**src/rtl/clkdiv_phase_ctrl_pkg.sv**
```systemverilog
// Shared types and reset defaults for the PHI2 clock divider / phase controller.
package clkdiv_pkg;

    localparam int DIV_W_DEF       = 4;
    localparam int RST_DIV_DEF     = 3;
    localparam int MAX_STRETCH_DEF = 7;

    typedef enum logic [1:0] {
        ST_LOW     = 2'd0,
        ST_HIGH    = 2'd1,
        ST_STOP    = 2'd2,
        ST_STRETCH = 2'd3
    } clk_state_e;

endpackage

```
**src/rtl/clkdiv_phase_ctrl_if.sv**
```systemverilog
// Control/status bundle between the CPU clock mux side (master) and the divider (slave).
interface clkdiv_phase_ctrl_if
    import clkdiv_pkg::*;
#(
    parameter int DIV_W = DIV_W_DEF
);
    logic [DIV_W-1:0] div_sel;
    logic             div_req;
    logic             div_ack;
    logic [DIV_W-1:0] cur_div;
    logic             stop_req;
    logic             stopped;
    logic             stretch_req;
    logic             clkout;
    logic             phi2_end_nxt;
    logic             phi2_start_nxt;

    modport master (
        output div_sel, div_req, stop_req, stretch_req,
        input  div_ack, cur_div, stopped, clkout, phi2_end_nxt, phi2_start_nxt
    );

    modport slave (
        input  div_sel, div_req, stop_req, stretch_req,
        output div_ack, cur_div, stopped, clkout, phi2_end_nxt, phi2_start_nxt
    );
endinterface

```
**src/rtl/clkdiv_phase_ctrl_half_cnt.sv**
```systemverilog
// Half-period counter: counts 0..lim, clears on request, flags the terminal count.
module clkdiv_half_cnt #(
    parameter int W = 4
) (
    input  logic         hsclk_in,
    input  logic         rst,
    input  logic         clr,
    input  logic [W-1:0] lim,
    output logic         term
);
    logic [W-1:0] cnt;

    always_ff @(posedge hsclk_in) begin
        if (rst || clr) cnt <= '0;
        else            cnt <= cnt + W'(1);
    end

    assign term = (cnt == lim);
endmodule

```
**src/rtl/clkdiv_phase_ctrl.sv**
```systemverilog
// Registered glitch-free PHI2 clock generator with req/ack divisor handover and stop.
// Optional PHI2 stretching is built only when CLKDIV_STRETCH_EN is defined.
module clkdiv_phase_ctrl
    import clkdiv_pkg::*;
#(
    parameter int DIV_W       = DIV_W_DEF,
    parameter int RST_DIV     = RST_DIV_DEF,
    parameter int MAX_STRETCH = MAX_STRETCH_DEF
) (
    input  logic                hsclk_in,
    input  logic                rst,
    clkdiv_phase_ctrl_if.slave  bus
);
    clk_state_e       state, state_nxt;
    logic             term, cnt_clr;
    logic             boundary, take, armed;
    logic             clkout_q, div_ack_q;
    logic [DIV_W-1:0] cur_div_q;

    clkdiv_half_cnt #(.W(DIV_W)) u_half_cnt (
        .hsclk_in (hsclk_in),
        .rst      (rst),
        .clr      (cnt_clr),
        .lim      (cur_div_q),
        .term     (term)
    );

    assign boundary = (state == ST_HIGH) && term;
    // A held div_req is acknowledged once; it must be seen low before it can re-arm.
    assign take     = boundary && bus.div_req && armed;

`ifdef CLKDIV_STRETCH_EN
    localparam int SW = $clog2(MAX_STRETCH + 1);
    logic [SW-1:0] scnt;
    logic          st_exit;

    assign st_exit = !bus.stretch_req || (scnt == SW'(MAX_STRETCH));
`else
    logic unused_stretch;
    assign unused_stretch = bus.stretch_req & (MAX_STRETCH > 0);
`endif

    always_comb begin
        state_nxt = state;
        cnt_clr   = 1'b0;
        case (state)
            ST_LOW: begin
                if (term) begin
                    state_nxt = ST_HIGH;
                    cnt_clr   = 1'b1;
                end
            end
            ST_HIGH: begin
                if (term) begin
                    cnt_clr = 1'b1;
                    if (bus.stop_req)         state_nxt = ST_STOP;
`ifdef CLKDIV_STRETCH_EN
                    else if (bus.stretch_req) state_nxt = ST_STRETCH;
`endif
                    else                      state_nxt = ST_LOW;
                end
            end
            ST_STOP: begin
                cnt_clr = 1'b1;
                if (!bus.stop_req) state_nxt = ST_LOW;
            end
`ifdef CLKDIV_STRETCH_EN
            ST_STRETCH: begin
                cnt_clr = 1'b1;
                if (st_exit) state_nxt = bus.stop_req ? ST_STOP : ST_LOW;
            end
`endif
            default: begin
                state_nxt = ST_LOW;
                cnt_clr   = 1'b1;
            end
        endcase
    end

    // clkout is the registered image of "next state is not LOW", so it never glitches.
    always_ff @(posedge hsclk_in) begin
        if (rst) begin
            state     <= ST_LOW;
            clkout_q  <= 1'b0;
            cur_div_q <= DIV_W'(RST_DIV);
            div_ack_q <= 1'b0;
            armed     <= 1'b1;
        end else begin
            state     <= state_nxt;
            clkout_q  <= (state_nxt != ST_LOW);
            div_ack_q <= take;
            if (take)              cur_div_q <= bus.div_sel;
            if (take)              armed     <= 1'b0;
            else if (!bus.div_req) armed     <= 1'b1;
        end
    end

`ifdef CLKDIV_STRETCH_EN
    always_ff @(posedge hsclk_in) begin
        if (rst)                                             scnt <= '0;
        else if (state == ST_HIGH && state_nxt == ST_STRETCH) scnt <= SW'(1);
        else if (state == ST_STRETCH)                        scnt <= scnt + SW'(1);
    end
`endif

    assign bus.clkout         = clkout_q;
    assign bus.div_ack        = div_ack_q;
    assign bus.cur_div        = cur_div_q;
    assign bus.stopped        = (state == ST_STOP);
    assign bus.phi2_start_nxt = (state == ST_LOW) && term;
    assign bus.phi2_end_nxt   = (state != ST_LOW) && (state_nxt == ST_LOW);
endmodule

```
**src/flat_wrapper.sv**
```systemverilog
// flat-port wrapper written by rule: the top's interface ports become plain ports
module clkdiv_phase_ctrl_flat import clkdiv_pkg::*;
#(
    parameter int DIV_W       = DIV_W_DEF,
    parameter int RST_DIV     = RST_DIV_DEF,
    parameter int MAX_STRETCH = MAX_STRETCH_DEF
)
  (hsclk_in, rst, bus_div_sel, bus_div_req, bus_stop_req, bus_stretch_req, bus_div_ack, bus_cur_div, bus_stopped, bus_clkout, bus_phi2_end_nxt, bus_phi2_start_nxt);
  clkdiv_phase_ctrl_if #(.DIV_W(DIV_W)) bus_i ();
  input  logic hsclk_in;
  input  logic rst;
  input wire logic [$bits(bus_i.div_sel)-1:0] bus_div_sel;
  input wire logic [$bits(bus_i.div_req)-1:0] bus_div_req;
  input wire logic [$bits(bus_i.stop_req)-1:0] bus_stop_req;
  input wire logic [$bits(bus_i.stretch_req)-1:0] bus_stretch_req;
  output wire logic [$bits(bus_i.div_ack)-1:0] bus_div_ack;
  output wire logic [$bits(bus_i.cur_div)-1:0] bus_cur_div;
  output wire logic [$bits(bus_i.stopped)-1:0] bus_stopped;
  output wire logic [$bits(bus_i.clkout)-1:0] bus_clkout;
  output wire logic [$bits(bus_i.phi2_end_nxt)-1:0] bus_phi2_end_nxt;
  output wire logic [$bits(bus_i.phi2_start_nxt)-1:0] bus_phi2_start_nxt;
  assign bus_i.div_sel = bus_div_sel;
  assign bus_i.div_req = bus_div_req;
  assign bus_i.stop_req = bus_stop_req;
  assign bus_i.stretch_req = bus_stretch_req;
  assign bus_div_ack = bus_i.div_ack;
  assign bus_cur_div = bus_i.cur_div;
  assign bus_stopped = bus_i.stopped;
  assign bus_clkout = bus_i.clkout;
  assign bus_phi2_end_nxt = bus_i.phi2_end_nxt;
  assign bus_phi2_start_nxt = bus_i.phi2_start_nxt;
  clkdiv_phase_ctrl #(.DIV_W(DIV_W), .RST_DIV(RST_DIV), .MAX_STRETCH(MAX_STRETCH)) u_core (.hsclk_in(hsclk_in), .rst(rst), .bus(bus_i));
endmodule
```
**config.mk**
```make
export PLATFORM = sky130hd
export DESIGN_NAME = clkdiv_phase_ctrl_flat
export DESIGN_NICKNAME = d
export VERILOG_FILES = /design/src/rtl/clkdiv_phase_ctrl_pkg.sv /design/src/rtl/clkdiv_phase_ctrl_if.sv /design/src/rtl/clkdiv_phase_ctrl_half_cnt.sv /design/src/rtl/clkdiv_phase_ctrl.sv /design/src/flat_wrapper.sv
export SDC_FILE = /design/constraint.sdc
export NUM_CORES = 1
export LEC_CHECK = 0
export CAP_MARGIN = 20
export CORE_AREA = 5 5 42 44
export CTS_CLUSTER_DIAMETER = 60
export DETAILED_ROUTE_END_ITERATION = 8
export DIE_AREA = 0 0 47 49
export PLACE_DENSITY_LB_ADDON = 0.05
export SYNTH_ARGS = -nofsm -noshare
export SYNTH_HDL_FRONTEND = slang
export SYNTH_HIERARCHICAL = 1
export SYNTH_SLANG_ARGS = --single-unit
```
**constraint.sdc**
```tcl
create_clock -name hsclk_in -period 3.5 [get_ports hsclk_in]
set_input_delay 0.525 -clock hsclk_in [delete_from_list [all_inputs] [get_ports hsclk_in]]
set_output_delay 0.525 -clock hsclk_in [all_outputs]
set_load 0.03 [all_outputs]
```
* Yosys cells after proc, flatten, opt, wreduce, memory -nomap -nowiden
Index checks and enable logic that the tools add are counted.
** Operators by class
- $add $sub $neg :: 1
- Multiply operators :: 0
- Div/mod/pow operators :: 0
- Magnitude comparators :: 0
- Equality and inequality tests :: 4
- Shift operators :: 0
- Multiplexer cells :: 9
- Bitwise operators :: 0
- Reductions and logical operators :: 11
** Operator list (number)
- $mux W2 :: 4
- $pmux W2 S3 :: 1
- $logic_and A1 B1 Y1 :: 5
- $add A4 B1 Y4 const B :: 1
- $eq A4 B4 Y1 :: 1
- $logic_not A2 Y1 :: 2
- $mux W1 :: 4
- $reduce_bool A2 Y1 :: 2
- $eq A2 B1 Y1 const B :: 1
- $eq A2 B2 Y1 const B :: 1
- $ne A2 B1 Y1 const B :: 1
- $reduce_or A2 Y1 :: 1
- $logic_or A1 B1 Y1 :: 1
** Storage, ports and cells
- Bits in registers :: 13
- Latch bits :: 0
- Bits in writable memories :: 0
- Memory bits (read-only) :: 0
- Memories :: 0

* Depth between registers and ports, before layout
Gate-level depths: netlist of run 1.
- Depth after elaboration :: 5
- Mapped depth :: 6
- Mapped depth without buffers :: 5

* Hierarchy
Netlist of run 1, hierarchy kept.
** Modules (own cells, without submodules)
- clkdiv_phase_ctrl :: times used 1, cells an instance 41, area an instance 382.9 um^2
- clkdiv_half_cnt :: times used 1, cells an instance 18, area an instance 188.9 um^2

* Least setup slack after synthesis of run 1
Ideal clock, no wire load.
- Path kind :: register -> output
- Start :: register u_core.cur_div_q[1] (netlist: u_core/bus.cur_div[1])
- End :: output bus_phi2_start_nxt
- Data arrival time :: 1.951 ns
- Setup slack :: 1.024 ns
- Cell stages (with the launch flop) :: 4
- Path buffers :: 0
- Path through :: dfxtp_1 > xor2_1 > nor4_1 > nor3b_1
** On the way
- Longest elaborated chain between the ends :: 2
** Ends and longest elaborated chain
- start: declaration :: RTL line clkdiv_phase_ctrl.sv:18 : logic [DIV_W-1:0] cur_div_q;
- start signal: assignment :: RTL line clkdiv_phase_ctrl.sv:85 : cur_div_q <= DIV_W'(RST_DIV);
- start signal: assignment :: RTL line clkdiv_phase_ctrl.sv:92 : if (take) cur_div_q <= bus.div_sel;
- $eq A4 B4 Y1 :: RTL line clkdiv_phase_ctrl_half_cnt.sv:18 : assign term = (cnt == lim);
- via u_core.term :: RTL line clkdiv_phase_ctrl.sv:15 : logic term, cnt_clr;
- $logic_and A1 B1 Y1 :: RTL line clkdiv_phase_ctrl.sv:110 : assign bus.phi2_start_nxt = (state == ST_LOW) && term;
- end: declaration :: RTL line flat_wrapper.sv:21 : output wire logic [$bits(bus_i.phi2_start_nxt)-1:0] bus_phi2_start_nxt;
The timed path passes the listed nets, and every way through them passes these cells.

* Final worst setup path of run 1
- Start :: register u_core.u_half_cnt.cnt[1]
- End :: output bus_phi2_start_nxt
** On the way
- Longest elaborated chain between the ends :: 2
** Ends and longest elaborated chain
- start: declaration :: RTL line clkdiv_phase_ctrl_half_cnt.sv:11 : logic [W-1:0] cnt;
- start signal: assignment :: RTL line clkdiv_phase_ctrl_half_cnt.sv:15 : else cnt <= cnt + W'(1);
- $eq A4 B4 Y1 :: RTL line clkdiv_phase_ctrl_half_cnt.sv:18
- via u_core.term :: RTL line clkdiv_phase_ctrl.sv:15
- $logic_and A1 B1 Y1 :: RTL line clkdiv_phase_ctrl.sv:110
The timed path passes the listed nets, and every way through them passes these cells.

==> impl_metrics.py, run 1 <==
metrics = {
    "status": {
        "status": "finished, final reports clean",
    },
    "timing": {
        "fmax_ghz": 0.382,
        "slew_headroom_pct": 64.4,
        "fin_skew_ns": 0.00198,
        "rsz0062_at_grt": "no",
        "tns_ns": 0,
        "slew_viol_final": 0,
        "tightest_slew_ns": 0.533,
        "fin_crit_ns": 2.62,
        "setup_violations": 0,
        "finalCritPeriodShare_pct": 74.8,
        "finalHoldViolCount": 0,
    },
    "grt": {
        "grt_max_degree": 18,
        "antenna_found_initial": 0,
        "grt_pass1_vias": 389,
        "gr-total-overflow": 0,
        "grt.total_usage_pct": 10.2,
        "grt_pass1_wl_mm": 1.66,
    },
    "clock_network": {
        "ctsHoldBuffers": 0,
        "root_buffer": "clkbuf_4",
        "insertion_delay_ns": 0.27,
        "cts_sinks": 13,
        "cts_made_buffers": 3,
        "htree_levels": 1,
        "post_cts.repair.setup_buffers": 0,
        "cts_tree": "done",
        "cts_buffer_depth": 2,
        "path_clk_slew_ns": 0.08,
        "cts_resized": 0,
    },
    "critical_path": {
        "crit_type": "reg -> out",
        "cp.arrival_ns": 2.09,
        "critical_path.max_stage_delay_ns": 0.70,
        "critPathSlowestCell": "clkdlybuf4s50_1",
        "required_ns": 2.97,
        "setup.worst_path.end_class": "output port",
        "path_cells": "xor2_1 -> nor4_1 -> buf_4 -> nor3b_1 -> clkdlybuf4s50_1",
        "r2r-end": "u_core/bus.cur_div[1]$_SDFFE_PP1P_",
        "reg2reg_from": "u_core/u_half_cnt/cnt[1]$_SDFF_PP0_",
        "r2r_cells": 6,
        "crit_start": "u_core/u_half_cnt/cnt[1]$_SDFF_PP0_",
        "startpoint_type": "flip-flop",
        "ff2ff_setup_slack_ns": 1.75,
        "critPathMaxFanout": 5,
        "endpoint": "bus_phi2_start_nxt",
    },
    "synth": {
        "synth_nets": 69,
        "yosysMostFrequentCell": "dfxtp_1",
        "ys.flop_type": "dfxtp_1",
        "avgSynthCellArea_um2": 9.69,
        "yosysTopAreaCell": "dfxtp_1",
        "ys_types": 23,
        "synth_area_leaders": "dfxtp_1 (46%), mux2i_1 (7.0%), nand2b_1 (6.6%)",
        "yosysTopAreaCellShare_pct": 45.5,
        "ys_ff_latch": 13,
        "synth-seq-area-share_pct": 45.5,
        "ys_warn_count": 6,
        "postSynth.asyncResetShare_pct": 0,
        "synth_top_cells_by_count": "dfxtp_1 (13), nand2b_1 (6), nor2_1 (6)",
        "synth_area_um2": 572,
        "syn_inst": 59,
        "synth_edf_count": 0,
    },
    "die": {
        "ioPinCount": 18,
        "initial_core_util_pct": 40.8,
        "core_area_mm2": 0.00140,
        "row_count": 14,
        "dieArea_mm2": 0.00230,
        "die_x_um": 47,
        "die_y_um": 49,
    },
    "final_layout": {
        "fin_cells": 94,
        "final_nets": 89,
        "drive_gt1_share_pct": 6.41,
        "diodes": 0,
        "synthToLayoutAreaGrowth_pct": 34.8,
    },
    "power_and_ir_drop": {
        "pwr-share-comb_pct": 14.0,
        "p_leak_nw": 0.312,
        "switching_share_pct": 24.2,
        "power_frac_clock_pct": 31.0,
        "p_sw_mw": 0.0709,
        "power_density_mw_per_mm2": 380,
        "seq_power_share_pct": 55.1,
        "power.internal_mw": 0.222,
        "max-vdd-ir-drop_mv": 0.224,
    },
    "drt": {
        "post_drt_wl_per_cell_um": 11.4,
        "vias_per_cell": 4.86,
        "first_pass_iters": 2,
        "dr_total_vias": 457,
        "drtIter0Drc": 3,
        "drtAntennaViolNets": 0,
        "drt_wl_total_mm": 1.07,
        "route.detailed.drc": 0,
    },
    "placed_design": {
        "gp_congestion": 0.705,
        "placed_cells": 90,
        "port_buffers": 16,
        "dp_hpwl_um": 808,
    },
    "flow_run": {
        "max-cap-violations": 0,
    },
    "worst_hold_path": {
        "hold_class": "reg -> reg",
    },
}
==> worst min path at each step <==
stage | depth (start not counted) | to | start | slack [ns]
3_5_place_dp | 2 | u_core/armed$_SDFFE_PP1P_ | u_core/armed$_SDFFE_PP1P_ | 0.46
6_report | 2 | u_core/armed$_SDFFE_PP1P_ | u_core/armed$_SDFFE_PP1P_ | 0.48
5_1_grt | 2 | u_core/armed$_SDFFE_PP1P_ | u_core/armed$_SDFFE_PP1P_ | 0.53
4_1_cts | 2 | u_core/armed$_SDFFE_PP1P_ | u_core/armed$_SDFFE_PP1P_ | 0.48
2_1_floorplan | 2 | u_core/armed$_SDFFE_PP1P_ | u_core/armed$_SDFFE_PP1P_ | 0.44
3_3_place_gp | 2 | u_core/armed$_SDFFE_PP1P_ | u_core/armed$_SDFFE_PP1P_ | 0.46
==> state kept, by name, summed over array words and instances (netlist names) <==
signal and flops:
u_core/armed 1, u_core/bus.clkout 1, u_core/bus.cur_div 4, u_core/bus.div_ack 1, u_core/state 2, u_core/u_half_cnt/cnt 4
==> cells by family (layout without fill, tap and decap cells) <==
| group | Yosys count | count (layout) | synth area share, % |
|---|---|---|---|
| and+or+nand+nor | 29 | 29 | 28.7 |
| DFF | 13 | 13 | 45.5 |
| xor gates and xnor gates | 6 | 6 | 9.19 |
| muxes | 5 | 5 | 8.97 |
| buffers and inverters | 3 | 22 | 3.28 |
| AOI/OAI and AO/OA | 2 | 2 | 2.19 |
| adders and majority gates | 1 | 1 | 2.19 |
==> layout by cell type (no fill, tap or decap), types with 2 or more instances in the layout <==
master            n
nor3_1            4
nor2b_1           2
xor2_1            4
xnor2_1           2
dfxtp_1          13
nand3_1           2
nor2_1            6
nor3b_1           3
mux2i_1           4
clkdlybuf4s50_1  16
clkbuf_4          3
nand2b_1          6
==> metrics by stage <==
stage	worst slack (ns)	total power, mW	util (%)	hold slack (ns)	instance area (um^2)
global route	0.692	0.312	55.0	0.527	771
finish	0.881	0.293	55.0	0.482	771
floorplan	1.02	0.187	-	0.437	572
global placement	1.12	0.205	53.1	0.458	744
CTS	0.825	0.299	55.0	0.483	771
detailed placement	1.12	0.206	53.1	0.461	744
==> metal layers <==
metal | GRT usage (%) | vias up | share of wire (%)
li1 | - | 238 | -
met1 | 13.3 | 204 | 50
met2 | 12.7 | 13 | 39
met3 | 4.06 | 2 | 9.0
met4 | 8.29 | 0 | 1.3
met5 | 0 | - | 0
==> area by class of cell <==
class	instances	area (um^2)
fillers	144	631
multi-input cells	43	293
flip-flops and latches	13	260
repair buffers	17	168
clock buffers	4	26.3
well taps	16	20.0
inverters	1	3.75
==> critical path: cells and delay by family, from the launching register on <==
kind | cells | cell delay [ns]
flops | 1 | 0.34
simple gates | 2 | 0.46
xor+xnor | 1 | 0.16
buf+inv | 2 | 0.88
==> power groups by stage <==
stage | sequential, mW | clock (mW) | combinational, mW
after floorplan | 0.166 | 0 | 0.0216
after global placement | 0.165 | 0 | 0.0407
after detailed placement | 0.165 | 0 | 0.0411
after CTS | 0.161 | 0.0959 | 0.0414
after global routing | 0.162 | 0.105 | 0.0447
final | 0.161 | 0.0907 | 0.0409
(Power assumes the default switching activity.)
==> run 2: changes to the inputs <==
- CORE_AREA: 5 5 42 44 -> 5 5 45 47
- DIE_AREA: 0 0 47 49 -> 0 0 50 52
- clock period: 3.5 -> 2.4 ns (I/O delays scaled with it)
==> run 2 against run 1 <==
Die area up 13%. Clock power up 49%. Largest power group unchanged. Cell count up 1.1%. Design area is 0.32% lower. Register-to-register slack got worse by 1.3 ns. Routed wire length shrank 1.0%. Non-clock buffer count unchanged. Setup slack got worse by 0.60 ns. Count of clock-buffer cells in the layout unchanged. Clock skew is 0.00063 ns higher. Sequential cell count stayed put. Sequential power up 46%.
==> impl_metrics.py, run 2 (synthesis results as in run 1) <==
metrics = {
    "critical_path": {
        "path_buf_inv": 1,
        "startpoint_type": "flip-flop",
        "r2r_cells": 6,
        "reg2reg_from": "u_core/u_half_cnt/cnt[1]$_SDFF_PP0_",
        "crit_family": "simple AND/OR/NAND/NOR gates",
        "critPathMaxFanout": 3,
        "crit_start": "u_core/u_half_cnt/cnt[1]$_SDFF_PP0_",
        "worst-path-stages": 5,
        "cp.arrival_ns": 1.76,
        "ff2ff_setup_slack_ns": 0.49,
        "critical_path.max_stage_delay_ns": 0.40,
        "crit_type": "reg -> out",
        "path_cells": "xor2_1 -> nor4_1 -> nand3_1 -> nand2_1 -> dlygate4sd2_1",
        "required_ns": 2.04,
        "critPathSlowestCell": "nor4_1",
        "setup.worst_path.end_class": "output port",
    },
    "clock_network": {
        "cts_sinks": 13,
        "root_buffer": "clkbuf_4",
        "ctsHoldBuffers": 0,
        "path_clk_slew_ns": 0.08,
        "insertion_delay_ns": 0.27,
        "cts_made_buffers": 3,
        "cts_tree": "done",
        "htree_levels": 1,
        "cts_buffer_depth": 2,
    },
    "grt": {
        "grt_pass1_vias": 429,
        "grt_max_degree": 18,
        "grt_pass1_wl_mm": 1.95,
        "gr-total-overflow": 0,
        "antenna_found_initial": 0,
        "grt.total_usage_pct": 10.3,
    },
    "drt": {
        "dr_total_vias": 446,
        "post_drt_wl_per_cell_um": 11.1,
        "drtIter0Drc": 13,
        "route.detailed.drc": 0,
        "drtAntennaViolNets": 0,
        "drt_wl_total_mm": 1.06,
        "vias_per_cell": 4.69,
        "first_pass_iters": 3,
    },
    "timing": {
        "finalHoldViolCount": 0,
        "rsz0062_at_grt": "no",
        "tightest_slew_ns": 0.515,
        "tns_ns": 0,
        "slew_viol_final": 0,
        "fmax_ghz": 0.471,
        "fin_skew_ns": 0.00261,
        "fin_crit_ns": 2.12,
        "slew_headroom_pct": 65.5,
        "setup_violations": 0,
        "finalCritPeriodShare_pct": 88.4,
    },
    "final_layout": {
        "fillCellCount": 163,
        "mostFrequentLayoutCell": "clkdlybuf4s50_1",
        "final_cell_mix": "clkdlybuf4s50_1 (14), dfxtp_1 (13), nand2b_1 (6), nor2_1 (6)",
        "drive_gt1_share_pct": 7.69,
        "diodes": 0,
        "final_nets": 89,
        "finalCoreUtilization_pct": 47.6,
        "synthToLayoutAreaGrowth_pct": 34.4,
    },
    "die": {
        "die_y_um": 52,
        "dieArea_mm2": 0.00260,
        "initial_core_util_pct": 35.4,
        "row_count": 15,
        "core_area_mm2": 0.00161,
        "ioPinCount": 18,
        "die_x_um": 50,
    },
    "placed_design": {
        "port_buffers": 16,
        "dp_hpwl_um": 779,
        "gp_congestion": 0.678,
    },
    "power_and_ir_drop": {
        "max-vdd-ir-drop_mv": 0.250,
        "p_leak_nw": 0.319,
        "power_density_mw_per_mm2": 558,
    },
    "worst_hold_path": {
        "hold_class": "reg -> reg",
        "whs_path_depth": 2,
        "hold_path.startpoint": "u_core/armed$_SDFFE_PP1P_",
    },
    "status": {
        "status": "finished, final reports clean",
    },
    "flow_run": {
        "max-cap-violations": 0,
    },
}
==> run 2: worst paths after layout <==
check / end
worst min-delay path: u_core/armed$_SDFFE_PP1P_
worst min register to register: u_core/armed$_SDFFE_PP1P_
worst max-delay path: bus_phi2_end_nxt
worst max register to register: u_core/bus.cur_div[0]$_SDFFE_PP1P_
==> run 2: stage by stage <==
step / cell area (um^2) / hold WS (ns) / worst slack (ns) / instances / total power [mW]
after floorplan: 572 / 0.431 / 0.0892 / 59 / 0.273
after global placement: 743 / 0.449 / 0.288 / 91 / 0.300
after detailed placement: 743 / 0.466 / 0.314 / 91 / 0.299
after CTS: 768 / 0.507 / 0.258 / 95 / 0.438
after global routing: 768 / 0.527 / 0.108 / 95 / 0.460
final: 768 / 0.498 / 0.279 / 95 / 0.429
==> run 2: worst min-delay path, cell delays in order, from the launching register on <==
cell and delay (ns):
dfxtp_1 0.33, nand2b_1 0.05, nand3b_1 0.08
==> run 2: layout make-up <==
cell class / instances / area, um^2 / area share [%]
Tap cell: 17 / 21.3 / 2.77
Multi-Input combinational cell: 43 / 293 / 38.1
Clock buffer: 4 / 26.3 / 3.42
Sequential cell: 13 / 260 / 33.9
Inverter: 1 / 3.75 / 0.489
Timing Repair Buffer: 17 / 164 / 21.3
==> run 2: what timing repair did <==
| item | in CTS | in global routing |
|---|---|---|
| endpoints found under the setup margin | 1 | 0 |
| setup buffers | 0 | 0 |
| resized for setup | 1 | 0 |
==> run 2: routing by layer <==
| metal | global-route usage, % | vias up | part of all wire [%] |
|---|---|---|---|
| met5 | 0 | - | 0 |
| met4 | 7.86 | 0 | 1.3 |
| met3 | 4.87 | 2 | 9.1 |
| met2 | 12.8 | 13 | 42 |
| met1 | 13.2 | 197 | 48 |
| li1 | - | 234 | - |
==> run 2: power by group <==
part | switching [mW] | internal [mW]
logic | 0.0251 | 0.0333
clock network | 0.0706 | 0.0644
registers | 0.00983 | 0.225
total | 0.106 | 0.323
